**src/rtl/spi_word_receiver_if.sv**
```systemverilog
// Receive-word stream between the SPI word receiver and its consumer.
// The master side sources words; the slave side drains them with rx_ready.
interface spi_word_receiver_if #(
    parameter int WORD_WIDTH = 8
);
    logic [WORD_WIDTH-1:0] rx_data;
    logic                  rx_valid;
    logic                  rx_ready;

    modport master (output rx_data, output rx_valid, input rx_ready);
    modport slave  (input rx_data, input rx_valid, output rx_ready);
endinterface

```
**src/rtl/spi_word_receiver.sv**
```systemverilog
// SPI slave word receiver: synchronised SCK/CS/MOSI sampling, FWFT receive FIFO,
// and a status-then-echo word stream shifted back on MISO.
module spi_word_receiver #(
    parameter int WORD_WIDTH  = 8,
    parameter int FIFO_DEPTH  = 4,
    parameter int CPOL        = 0,
    parameter int CPHA        = 0,
    parameter int MSB_FIRST   = 1,
    parameter int SYNC_STAGES = 2
) (
    input  logic                             clk,
    input  logic                             rst_n,
    input  logic                             spi_cs_n,
    input  logic                             spi_sck,
    input  logic                             spi_mosi,
    output logic                             spi_miso,
    spi_word_receiver_if.master              rx,
    output logic [$clog2(FIFO_DEPTH+1)-1:0]  fifo_level,
    output logic                             overflow,
    input  logic                             overflow_clr,
    output logic                             frame_abort
);
    localparam int LW = $clog2(FIFO_DEPTH + 1);
    localparam int AW = $clog2(FIFO_DEPTH);
    localparam int CW = $clog2(WORD_WIDTH);
    localparam logic SCK_IDLE = (CPOL != 0);
    localparam logic [0:0] ST_IDLE   = 1'b0;
    localparam logic [0:0] ST_ACTIVE = 1'b1;

    logic [SYNC_STAGES-1:0] cs_sync_q, cs_sync_d, sck_sync_q, sck_sync_d;
    logic [SYNC_STAGES-1:0] mosi_sync_q, mosi_sync_d, fill_q, fill_d;
    logic armed_q, armed_d, cs_prev_q, cs_prev_d, sck_prev_q, sck_prev_d;
    logic sample_q, sample_d, shift_q, shift_d;
    logic [0:0] state_q, state_d;
    logic [CW-1:0] bit_cnt_q, bit_cnt_d;
    logic push_q, push_d, frame_abort_q, frame_abort_d, overflow_q, overflow_d;
    logic [AW-1:0] wr_ptr_q, wr_ptr_d, rd_ptr_q, rd_ptr_d;
    logic [LW-1:0] count_q, count_d;
    logic [WORD_WIDTH-1:0] rx_sr_q, rx_sr_d, tx_sr_q, tx_sr_d, status_word;
    logic [WORD_WIDTH-1:0] mem_q [FIFO_DEPTH];
    logic [WORD_WIDTH-1:0] mem_d [FIFO_DEPTH];
    logic cs_s, sck_s, mosi_s, cs_fall, cs_rise, sck_rise, sck_fall;
    logic lead_edge, trail_edge, rx_valid, full, pop, accept, drop;

    assign cs_s   = cs_sync_q[SYNC_STAGES-1];
    assign sck_s  = sck_sync_q[SYNC_STAGES-1];
    assign mosi_s = mosi_sync_q[SYNC_STAGES-1];

    // armed_q gates CS falling edges until a genuine high has been seen, so a
    // reset released mid-frame never starts a partial capture.
    assign cs_fall    = armed_q & cs_prev_q & ~cs_s;
    assign cs_rise    = ~cs_prev_q & cs_s;
    assign sck_rise   = sck_s & ~sck_prev_q;
    assign sck_fall   = ~sck_s & sck_prev_q;
    assign lead_edge  = (CPOL != 0) ? sck_fall : sck_rise;
    assign trail_edge = (CPOL != 0) ? sck_rise : sck_fall;

    assign rx_valid    = (count_q != '0);
    assign full        = (count_q == LW'(FIFO_DEPTH));
    assign pop         = rx_valid & rx.rx_ready;
    assign accept      = push_q & (~full | pop);
    assign drop        = push_q & full & ~pop;
    assign rx.rx_valid = rx_valid;
    assign rx.rx_data  = rx_valid ? mem_q[rd_ptr_q] : '0;
    assign fifo_level  = count_q;
    assign overflow    = overflow_q;
    assign frame_abort = frame_abort_q;
    assign spi_miso    = (state_q == ST_ACTIVE) &
                         ((MSB_FIRST != 0) ? tx_sr_q[WORD_WIDTH-1] : tx_sr_q[0]);

    always_comb begin
        cs_sync_d   = {cs_sync_q[SYNC_STAGES-2:0], spi_cs_n};
        sck_sync_d  = {sck_sync_q[SYNC_STAGES-2:0], spi_sck};
        mosi_sync_d = {mosi_sync_q[SYNC_STAGES-2:0], spi_mosi};
        fill_d      = {fill_q[SYNC_STAGES-2:0], 1'b1};
        armed_d     = armed_q | (fill_q[SYNC_STAGES-1] & cs_s);
        cs_prev_d   = cs_s;
        sck_prev_d  = sck_s;
        sample_d    = (CPHA != 0) ? trail_edge : lead_edge;
        shift_d     = (CPHA != 0) ? lead_edge : trail_edge;

        status_word = '0;
        status_word[WORD_WIDTH-1] = overflow_q;
        for (int i = 0; i < WORD_WIDTH - 1 && i < LW; i++) begin
            status_word[i] = count_q[i];
        end
    end

    always_comb begin
        state_d       = state_q;
        bit_cnt_d     = bit_cnt_q;
        push_d        = 1'b0;
        frame_abort_d = 1'b0;
        rx_sr_d       = rx_sr_q;
        tx_sr_d       = tx_sr_q;
        case (state_q)
            ST_IDLE: begin
                if (cs_fall) begin
                    state_d   = ST_ACTIVE;
                    bit_cnt_d = '0;
                    tx_sr_d   = status_word;
                end
            end
            ST_ACTIVE: begin
                if (cs_rise) begin
                    state_d       = ST_IDLE;
                    frame_abort_d = (bit_cnt_q != '0);
                end else begin
                    if (sample_q) begin
                        rx_sr_d = (MSB_FIRST != 0) ? {rx_sr_q[WORD_WIDTH-2:0], mosi_s}
                                                   : {mosi_s, rx_sr_q[WORD_WIDTH-1:1]};
                        if (bit_cnt_q == CW'(WORD_WIDTH - 1)) begin
                            bit_cnt_d = '0;
                            push_d    = 1'b1;
                        end else begin
                            bit_cnt_d = bit_cnt_q + CW'(1);
                        end
                    end
                    // A shift at bit count 0 would skip the first bit of the
                    // word currently loaded, in either CPHA mode.
                    if (push_q) begin
                        tx_sr_d = rx_sr_q;
                    end else if (shift_q && (bit_cnt_q != '0)) begin
                        tx_sr_d = (MSB_FIRST != 0) ? {tx_sr_q[WORD_WIDTH-2:0], 1'b0}
                                                   : {1'b0, tx_sr_q[WORD_WIDTH-1:1]};
                    end
                end
            end
            default: state_d = ST_IDLE;
        endcase
    end

    always_comb begin
        mem_d    = mem_q;
        wr_ptr_d = wr_ptr_q;
        rd_ptr_d = rd_ptr_q;
        count_d  = count_q;
        if (accept) begin
            mem_d[wr_ptr_q] = rx_sr_q;
            wr_ptr_d        = wr_ptr_q + AW'(1);
        end
        if (pop) begin
            rd_ptr_d = rd_ptr_q + AW'(1);
        end
        if (accept && !pop) begin
            count_d = count_q + LW'(1);
        end else if (pop && !accept) begin
            count_d = count_q - LW'(1);
        end
        overflow_d = drop ? 1'b1 : (overflow_clr ? 1'b0 : overflow_q);
    end

    always_ff @(posedge clk or negedge rst_n) begin
        if (!rst_n) begin
            cs_sync_q     <= '1;
            sck_sync_q    <= {SYNC_STAGES{SCK_IDLE}};
            mosi_sync_q   <= '0;
            fill_q        <= '0;
            armed_q       <= 1'b0;
            cs_prev_q     <= 1'b1;
            sck_prev_q    <= SCK_IDLE;
            sample_q      <= 1'b0;
            shift_q       <= 1'b0;
            state_q       <= ST_IDLE;
            bit_cnt_q     <= '0;
            push_q        <= 1'b0;
            frame_abort_q <= 1'b0;
            overflow_q    <= 1'b0;
            wr_ptr_q      <= '0;
            rd_ptr_q      <= '0;
            count_q       <= '0;
        end else begin
            cs_sync_q     <= cs_sync_d;
            sck_sync_q    <= sck_sync_d;
            mosi_sync_q   <= mosi_sync_d;
            fill_q        <= fill_d;
            armed_q       <= armed_d;
            cs_prev_q     <= cs_prev_d;
            sck_prev_q    <= sck_prev_d;
            sample_q      <= sample_d;
            shift_q       <= shift_d;
            state_q       <= state_d;
            bit_cnt_q     <= bit_cnt_d;
            push_q        <= push_d;
            frame_abort_q <= frame_abort_d;
            overflow_q    <= overflow_d;
            wr_ptr_q      <= wr_ptr_d;
            rd_ptr_q      <= rd_ptr_d;
            count_q       <= count_d;
        end
    end

    // Datapath registers carry no reset; MISO and rx_data are gated by control state.
    always_ff @(posedge clk) begin
        rx_sr_q <= rx_sr_d;
        tx_sr_q <= tx_sr_d;
        mem_q   <= mem_d;
    end
endmodule
```
**src/flat_wrapper.sv**
```systemverilog
// flat-port wrapper written by rule: the top's interface ports become plain ports
module spi_word_receiver_flat 
#(
    parameter int WORD_WIDTH  = 8,
    parameter int FIFO_DEPTH  = 4,
    parameter int CPOL        = 0,
    parameter int CPHA        = 0,
    parameter int MSB_FIRST   = 1,
    parameter int SYNC_STAGES = 2
)
  (clk, rst_n, spi_cs_n, spi_sck, spi_mosi, spi_miso, fifo_level, overflow, overflow_clr, frame_abort, rx_rx_data, rx_rx_valid, rx_rx_ready);
  spi_word_receiver_if #(.WORD_WIDTH(WORD_WIDTH)) rx_i ();
  input  logic clk;
  input  logic rst_n;
  input  logic spi_cs_n;
  input  logic spi_sck;
  input  logic spi_mosi;
  output logic spi_miso;
  output logic [$clog2(FIFO_DEPTH+1)-1:0] fifo_level;
  output logic overflow;
  input  logic overflow_clr;
  output logic frame_abort;
  output wire logic [$bits(rx_i.rx_data)-1:0] rx_rx_data;
  output wire logic [$bits(rx_i.rx_valid)-1:0] rx_rx_valid;
  input wire logic [$bits(rx_i.rx_ready)-1:0] rx_rx_ready;
  assign rx_rx_data = rx_i.rx_data;
  assign rx_rx_valid = rx_i.rx_valid;
  assign rx_i.rx_ready = rx_rx_ready;
  spi_word_receiver #(.WORD_WIDTH(WORD_WIDTH), .FIFO_DEPTH(FIFO_DEPTH), .CPOL(CPOL), .CPHA(CPHA), .MSB_FIRST(MSB_FIRST), .SYNC_STAGES(SYNC_STAGES)) u_core (.clk(clk), .rst_n(rst_n), .spi_cs_n(spi_cs_n), .spi_sck(spi_sck), .spi_mosi(spi_mosi), .spi_miso(spi_miso), .rx(rx_i), .fifo_level(fifo_level), .overflow(overflow), .overflow_clr(overflow_clr), .frame_abort(frame_abort));
endmodule
```
**config.mk**
```make
export PLATFORM = sky130hd
export DESIGN_NAME = spi_word_receiver_flat
export DESIGN_NICKNAME = d
export VERILOG_FILES = /design/src/rtl/spi_word_receiver_if.sv /design/src/rtl/spi_word_receiver.sv /design/src/flat_wrapper.sv
export SDC_FILE = /design/constraint.sdc
export NUM_CORES = 1
export LEC_CHECK = 0
export CORE_UTILIZATION = 50
export CTS_CLUSTER_DIAMETER = 100
export CTS_CLUSTER_SIZE = 24
export DETAILED_ROUTE_END_ITERATION = 10
export GPL_ROUTABILITY_DRIVEN = 0
export PLACE_DENSITY = 0.76
export SLEW_MARGIN = 25
export SYNTH_ARGS = -nofsm -noshare
export SYNTH_HDL_FRONTEND = slang
export SYNTH_SLANG_ARGS = --single-unit
```
**constraint.sdc**
```tcl
create_clock -name clk -period 2.55 [get_ports clk]
set_input_delay 0.51 -clock clk [delete_from_list [all_inputs] [get_ports clk]]
set_output_delay 0.51 -clock clk [all_outputs]
set_load 0.01 [all_outputs]
```
* Yosys cells after proc, flatten, opt, wreduce, memory -nomap -nowiden *
Index checks and enable logic that the tools add are counted.

operators by class
  add/subtract/negate cells = 5
  multiply operators = 0
  divide/modulo/power cells = 0
  order comparisons = 3
  eq/ne operators = 6
  shift operators = 0
  multiplexer cells = 30
  bitwise logic cells = 23
  reductions and logical operators = 13

operators with widths
  kind                   count
  $mux W8                8
  $bwmux W32             1
  $mux W3                6
  $bmux W8 S2            1
  $demux W8 S2           1
  $pmux W8 S2            1
  $and A1 B1 Y1          11
  $mux W1                10
  $reduce_and A3 Y1      3
  $not A1 Y1             8
  $add A3 B1 Y3 const B  2
  $eq A3 B3 Y1 const B   2
  $ge A3 B3 Y1 const B   2
  $not A2 Y3             2
  $pmux W3 S2            1
  $reduce_bool A3 Y1     2
  $add A2 B1 Y2 const B  2
  $logic_and A1 B1 Y1    4
  $ne A2 B1 Y1 const B   2
  $reduce_bool A2 Y1     2
  $lt A3 B1 Y1 const B   1
  $ne A3 B3 Y1 const B   1
  $sub A3 B1 Y3 const B  1
  $logic_not A1 Y1       2
  other kinds (3)        4

storage, ports and cells
  flip-flop bits (word level) = 75
  bits in latches = 0
  bits in writable memories = 0
  bits in read-only memories = 0
  input bits = 7
  output and inout port bits = 15
  word-level logic and storage cells = 103
  memories = 0

* Depth between registers and ports, before layout *
Gate-level depths: netlist of the first run.

  depth in word-level cells = 8
  mapped depth = 9
  gate-level depth less buffers = 8

* Worst setup path before layout of the first run *
No wires, ideal clock.

  kind = register to register
  start = register u_core.count_q[1], in the netlist u_core.fifo_level[1]
  end = register u_core.count_q[2], in the netlist u_core.fifo_level[2]
  library setup time = 79 ps
  arrival time = 1974 ps
  required time = 2471 ps
  slack = 496 ps
  cell stages (with the launch flop) = 9
  path buffers = 0
  period minus slack after synthesis = 2054 ps
  path through = dfrtp_1 or3_4 nand2_1 ha_1 inv_1 fa_1 xor2_1 nor2_1 xor2_1

on the way
  longest elaborated chain between the ends = 7
  elaborated cells on any way between the ends = 15
  those cells by class = add/sub (2); eq/ne (1); mux (2); bitwise (4); reduce/logical (6)

ends and longest elaborated chain
  item                                                RTL line                                          text
  start, declared                                     spi_word_receiver.sv:38                           logic [LW-1:0] count_q, count_d;
  start signal, assigned                              spi_word_receiver.sv:189                          count_q <= count_d;
  $reduce_bool A3 Y1 or $eq A3 B3 Y1 (tied branches)  spi_word_receiver.sv:58, spi_word_receiver.sv:59
  $and A1 B1 Y1 or $not A1 Y1 (tied branches)         spi_word_receiver.sv:60, spi_word_receiver.sv:61
  $or A1 B1 Y1                                        spi_word_receiver.sv:61                           assign accept = push_q & (~full | pop);
  $and A1 B1 Y1                                       spi_word_receiver.sv:61
  $logic_not A1 Y1                                    spi_word_receiver.sv:147                          end else if (pop && !accept) begin
  $logic_and A1 B1 Y1                                 spi_word_receiver.sv:147
  $reduce_bool A2 Y1 (no source line)                 -

Several ways; a longest one is shown, not always the timed one. The select of a mux whose other input is x is not followed.
A chain may end at the register's enable or synchronous reset.

* Worst setup path after layout of the first run *
  start = register u_core.rd_ptr_q[0]
  end = output port rx_rx_data[6]

on the way
  longest elaborated chain between the ends = 5

ends and longest elaborated chain
  item                                         RTL line                  text
  start, declared                              spi_word_receiver.sv:37   logic [AW-1:0] wr_ptr_q, wr_ptr_d, rd_ptr_q, rd_ptr_d;
  start signal, assigned                       spi_word_receiver.sv:188  rd_ptr_q <= rd_ptr_d;
  $not A2 Y3 (not written as such)             spi_word_receiver.sv:64   assign rx.rx_data = rx_valid ? mem_q[rd_ptr_q] : '0;
  $bmux W8 S2                                  spi_word_receiver.sv:64
  $mux W8 (not written as such) (2 in series)  spi_word_receiver.sv:64
  $mux W8                                      spi_word_receiver.sv:64
  end, declared                                flat_wrapper.sv:23        output wire logic [$bits(rx_i.rx_data)-1:0] rx_rx_data;

No other way between the ends. The select of a mux whose other input is x is not followed.

==> results of run 1 <==
[final cells by class]
cell class	instances	area, sq um
Inverter	8	30.0
Sequential cell	75	2120
Clock buffer	14	143
Multi-Input combinational cell	87	791
Fill cell	407	2100
Clock inverter	2	60.1
Timing Repair Buffer	31	303
Tap cell	72	90.1
[cells in the mapped netlist (all sizes together), types with 2 or more instances]
cell and n:
a21oi 4, and2 14, buf 5, clkbuf 2, dfrtp 24, dfstp 3, edfxtp 48, ha 8
inv 8, mux2 2, mux2i 10, mux4 8, nand2 6, nand2b 2, nand3 2, nand3b 2
nor2 5, nor2b 8, o21ai 2, o22ai 2, xnor2 4, xor2 2
[flip-flops by register name, indices dropped and copies added (netlist names), 3 cells and up]
signal and flops:
u_core.bit_cnt_q 3, u_core.rx_sr_q 8, u_core.fifo_level 3, u_core.mem_q 32
u_core.tx_sr_q 8
[power groups by stage]
stage	logic, mW	registers (mW)	clock network (mW)
after global routing	1.00	1.56	0.999
after detailed placement	0.867	1.57	0
final	0.914	1.55	0.941
after CTS	0.894	1.55	0.954
after global placement	0.825	1.55	0
after floorplan	0.555	1.52	0
[stage by stage]
step | setup WS (ns) | instances
3_3_place_gp | 0.105 | 268
3_5_place_dp | -0.0115 | 268
5_1_grt | 0.00707 | 289
2_1_floorplan | 0.496 | 177
6_report | 0.0703 | 289
4_1_cts | 0.00631 | 285
[metal layers]
layer	share of wire [%]	routed length [microns]	GRT usage (%)	vias up
met3	2.6	124	3.09	13
li1	-	-	-	703
met5	0	0	0	-
met4	2.9	136	9.82	0
met1	40	1910	18.7	760
met2	54	2580	31.4	32
[layout by cell type (no fill, tap or decap)]
master and n:
dfrtp_1 23, fa_1 1, nand3_1 2, a21o_1 1
mux4_2 8, nand2b_1 2, o21ai_0 2, nand2_1 6
or3_4 1, and3_1 1, dfrtp_2 1, edfxtp_1 48
a21oi_1 4, conb_1 1, nor4b_4 1, mux2_4 1
clkdlybuf4s50_1 17, inv_1 8, dfstp_2 3, and2_1 14
bufinv_16 2, ha_1 8, clkbuf_8 9, mux2_2 1
dlymetal6s2s_1 4, buf_8 1, nor2b_1 8, nor2_1 5
nand3b_1 2, clkbuf_1 5, o22ai_1 2, mux2i_1 10
buf_4 9, xnor2_1 4, xor2_1 2
[worst paths after layout]
path | startpoint | cells past startpoint | to
max | u_core.rd_ptr_q[0] | 4 | rx_rx_data[6]
min | u_core.mosi_sync_q[0] | 0 | u_core.mosi_sync_q[1]
max reg2reg | u_core.fifo_level[0] | 8 | u_core.fifo_level[2]
min reg2reg | u_core.mosi_sync_q[0] | 0 | u_core.mosi_sync_q[1]
max in group asynchronous | rst_n | 2 | u_core.cs_sync_q[1]
min in group asynchronous | rst_n | 2 | u_core.fill_q[0]
[what timing repair did]
item	CTS	global route
endpoints found under the setup margin	8	8
setup buffers	1	4
resized for setup	2	5
pin swaps	0	0
[cells by family (layout without fill, tap and decap cells)]
kind of cell	after synthesis	in the layout
compound gates	9	9
xor+xnor	6	6
fa+ha+maj	9	9
buf+inv	15	55
flops	75	75
mux	20	20
other cells	1	1
simple gates	42	42
==> impl_metrics.ini, run 1 <==
[grt]
antenna_found_initial = 0
first_global_vias = 1616
gr-usage-all-layers_pct = 17.2
grt_overflow = 0
grt_pass1_wl_mm = 7.67
grt_start_max_net_pins = 28

[pwr]
p_switching_mw = 0.881
clockPowerShare_pct = 27.7
p_total_mw = 3.40
power-per-cell-area_nw_per_um2 = 961
vdd_drop_max_mv = 0.533
power.leakage_nw = 1.35
netSwitchingFraction_pct = 25.9
internal_power_mw = 2.52
p_seq_share_pct = 45.5
combPwrFrac_pct = 26.9

[critical_path]
critPathMaxStageDelay_ns = 0.50
rrSetupSlack_ns = 0.29
worstSetupStartpointType = register
path_buf_inv = 2
path_max_fanout = 8
cpLargestDelayFamily = buffers and inverters
cp-end-kind = output port
crit_required_ns = 2.04
cpMaxStageDelayCell = mux4_2
critical_path_class = reg2out
critPathArrivalTime_ns = 1.97
crit_chain = buf_8 -> mux4_2 -> and2_1 -> clkdlybuf4s50_1

[floorplan]
io_pins = 22
row_count = 27
dieArea_sq_um = 6300
die_w_microns = 79.4
coreArea_sq_um = 5640
start_util_pct = 53.1
fp.dieH_microns = 79.4

[clock_network]
clock_latency_ns = 0.34
cts_hold_buf = 0
clkTransAtPathRegs_ns = 0.07
h-tree-depth = 3
cts_tree = built
cts_root_buffer = clkbuf_8
cts_buffer_depth = 2
cts_buffers = 9
cts.sinks = 75

[logic_synthesis]
syn_area_per_cell_sq_um = 16.9
synthArstFlopShare_pct = 36.0
synth_compound_area_share_pct = 1.67
yosys-top-cells-area = edfxtp_1 48%, dfrtp_1 20%, mux4_2 6.0%, ha_1 3.3%, mux2i_1 3.3%
synth.mux.area_fraction_pct = 10.2
synth_edf_count = 48
synthXorXnorAreaFrac_pct = 1.76
synth_top_family_by_area = multiplexers
yosysTopAreaCellShare_pct = 48.1
synth_cell_types = 31
yosys.area_share.simple_pct = 8.61
synth_top_area_cell = edfxtp_1
ys.flop_type = edfxtp_1
yosys_register_bits = 75
syn_nets = 193
synthCells = 177
netlist_area_sq_um = 2990
yosys_warnings = 0
synthAdderAreaFrac_pct = 4.01
seq_area_frac_synth_pct = 70.8

[sta]
timing.final.crit_share_pct = 97.2
rsz0062_at_grt = no
setup_viol = 0
tns_ns = 0
fmax_mhz = 403
hold_slack_ns = 0.356
maxSlewViolCount = 0
worst_pin_slew_ns = 0.832
skew_ns = 0.00711
maxSlewHeadroom_pct = 44.5
finalHoldViolations = 0
period_needed_ns = 2.48

[route]
first_pass_iters = 4
finalWirelength_mm = 4.75
vias = 1508
postRouteAntennaNets = 0
drc = 0
routed_via_density = 5.22
wl_per_cell_microns = 16.4
first_iter_violations = 51

[cells_and_area]
antenna_cells = 0
stdcell_area_sq_um = 3540
fin_nets = 228
syn_to_final_growth_pct = 18.2
drive_gt1_share_pct = 17.1
fin_util_pct = 62.7

[placement]
detailed_place_hpwl_mm = 3.29
portBuffers = 21
dpl_cell_area_sq_um = 3280

[min_path]
hold_path.class = reg2reg

[run_status]
status = finished clean

[job]
maxCapViolCount = 0
No activity file was read; power rests on OpenSTA's default activity.
==> inputs of run 2 (changes only) <==
--- a/config.mk
+++ b/config.mk
@@ -5,12 +5,12 @@
 export SDC_FILE = /design/constraint.sdc
 export NUM_CORES = 1
 export LEC_CHECK = 0
-export CORE_UTILIZATION = 50
+export CORE_UTILIZATION = 55
 export CTS_CLUSTER_DIAMETER = 100
 export CTS_CLUSTER_SIZE = 24
 export DETAILED_ROUTE_END_ITERATION = 10
 export GPL_ROUTABILITY_DRIVEN = 0
-export PLACE_DENSITY = 0.76
+export PLACE_DENSITY = 0.82
 export SLEW_MARGIN = 25
 export SYNTH_ARGS = -nofsm -noshare
 export SYNTH_HDL_FRONTEND = slang
==> impl_metrics.ini, run 2 (synthesis gave the netlist of run 1 again) <==
[route]
postRouteAntennaNets = 0
drc = 0
finalWirelength_mm = 4.56
first_iter_violations = 62
vias = 1493
wl_per_cell_microns = 16.0
first_pass_iters = 4
routed_via_density = 5.24

[cells_and_area]
top_register = u_core.mem_q
syn_to_final_growth_pct = 17.3
drive_gt1_share_pct = 16.3
seqCellArea_sq_um = 2120
layout_common_cells = 48 x edfxtp_1, 24 x dfrtp_1, 14 x and2_1
fin_nets = 226
multi_input_area_sq_um = 791
antenna_cells = 0
largestRegisters = u_core.mem_q x32, u_core.rx_sr_q x8, u_core.tx_sr_q x8
final_common_cell = edfxtp_1
largest_register_ffs = 32
stdcell_area_sq_um = 3510
fill_cells = 325

[clock_network]
h-tree-depth = 3
clock_latency_ns = 0.33
cts.sinks = 75
cts_buffer_depth = 2
cts_tree = built
clkTransAtPathRegs_ns = 0.07
cts_root_buffer = clkbuf_8
cts_buffers = 9

[floorplan]
dieArea_sq_um = 5740
die_w_microns = 75.8
row_count = 26
coreArea_sq_um = 5170
io_pins = 22
fp.dieH_microns = 75.8
start_util_pct = 57.9

[sta]
worst_pin_slew_ns = 0.780
setup_viol = 0
tns_ns = 0
timing.final.crit_share_pct = 91.9
rsz0062_at_grt = no
maxSlewViolCount = 0
period_needed_ns = 2.34
fmax_mhz = 427
maxSlewHeadroom_pct = 48.0
skew_ns = 0.00934
finalHoldViolations = 0

[grt]
grt_start_max_net_pins = 28
antenna_found_initial = 0
grt_pass1_wl_mm = 7.06
gr-usage-all-layers_pct = 18.1
first_global_vias = 1486
grt_overflow = 0

[run_status]
status = finished clean

[min_path]
hold_start = u_core.mosi_sync_q[0]
hold_path.class = reg2reg
holdPathEnd = u_core.mosi_sync_q[1]
min_path_cells = 0

[critical_path]
path_max_fanout = 8
worstSetupStartpointType = register
critical_path_class = reg2out
critPathArrivalTime_ns = 1.83
cp-startpoint = u_core.rd_ptr_q[0]
rr_endpoint = u_core.fifo_level[2]
crit_required_ns = 2.04
cp-end-kind = output port
r2r_start = u_core.fifo_level[1]
r2r_cells = 8
rrSetupSlack_ns = 0.30

[pwr]
vdd_drop_max_mv = 0.514
power.leakage_nw = 1.37
power-per-cell-area_nw_per_um2 = 919

[placement]
portBuffers = 21
detailed_place_hpwl_mm = 3.13
dpl_cell_area_sq_um = 3300

[job]
maxCapViolCount = 0
-- run 2: cell types whose count changed in the layout (fill, tap and decap cells not counted), moves of 2 or more --
cell / change
buf_4: -2
bufinv_16: -2
dlymetal6s2s_1: +3
clkdlybuf4s50_1: -4
-- run 2: what timing repair did --
| action | 4_1_cts | 5_1_grt |
|---|---|---|
| cloned | 0 | 0 |
| hold buffers | 0 | 0 |
| resized for setup | 1 | 7 |
| endpoints found under the setup margin | 8 | 7 |
| buffers inserted | 1 | 1 |
-- run 2: critical path, stage by stage (launching register included) --
cell	delay, ns
dfrtp_1	0.40
buf_12	0.15
mux4_2	0.50
and2_1	0.17
dlygate4sd2_1	0.28
-- run 2: where the power goes --
group,internal [mW],leakage [nW],switching (mW)
logic,0.521,0.521,0.335
registers,1.41,0.756,0.141
clock network,0.440,0.0929,0.379
-- run 2: final cells by class --
| type | instances | area share (%) |
|---|---|---|
| Multi-Input combinational cell | 87 | 22.5 |
| Clock inverter | 1 | 0.143 |
| Clock buffer | 15 | 5.06 |
| Tap cell | 70 | 2.49 |
| Sequential cell | 75 | 60.4 |
| Timing Repair Buffer | 29 | 8.52 |
| Inverter | 8 | 0.855 |
-- run 2: how the worst max path moves through the flow --
stage | cells after the start | slack [ns] | to
4_1_cts | 4 | 0.01 | rx_rx_data[5]
3_3_place_gp | 7 | 0.10 | u_core.fifo_level[1]
5_1_grt | 4 | 0.13 | rx_rx_data[3]
2_1_floorplan | 8 | 0.50 | u_core.fifo_level[2]
6_report | 4 | 0.21 | rx_rx_data[3]
3_5_place_dp | 7 | 0.03 | u_core.fifo_level[1]
-- run 2: through the flow --
| stage | cells | utilization [%] | worst slack (ns) | hold WS, ns | total power [mW] |
|---|---|---|---|---|---|
| after global routing | 285 | 67.9 | 0.125 | 0.351 | 3.41 |
| final | 285 | 67.9 | 0.207 | 0.350 | 3.23 |
| after detailed placement | 267 | 63.7 | 0.0275 | 0.336 | 2.45 |
| after global placement | 267 | 63.7 | 0.104 | 0.335 | 2.41 |
| after CTS | 284 | 67.4 | 0.0107 | 0.349 | 3.27 |
| after floorplan | 177 | - | 0.496 | 0.214 | 2.08 |
-- run 2: per-layer routing --
metal  wire length [microns]  track usage (%)  vias to the layer above
met5                       0                0                        -
met4                      56             9.26                        0
met3                     145             5.16                        9
met2                    2480             29.9                       34
met1                    1880             21.8                      754
li1                        -                -                      696
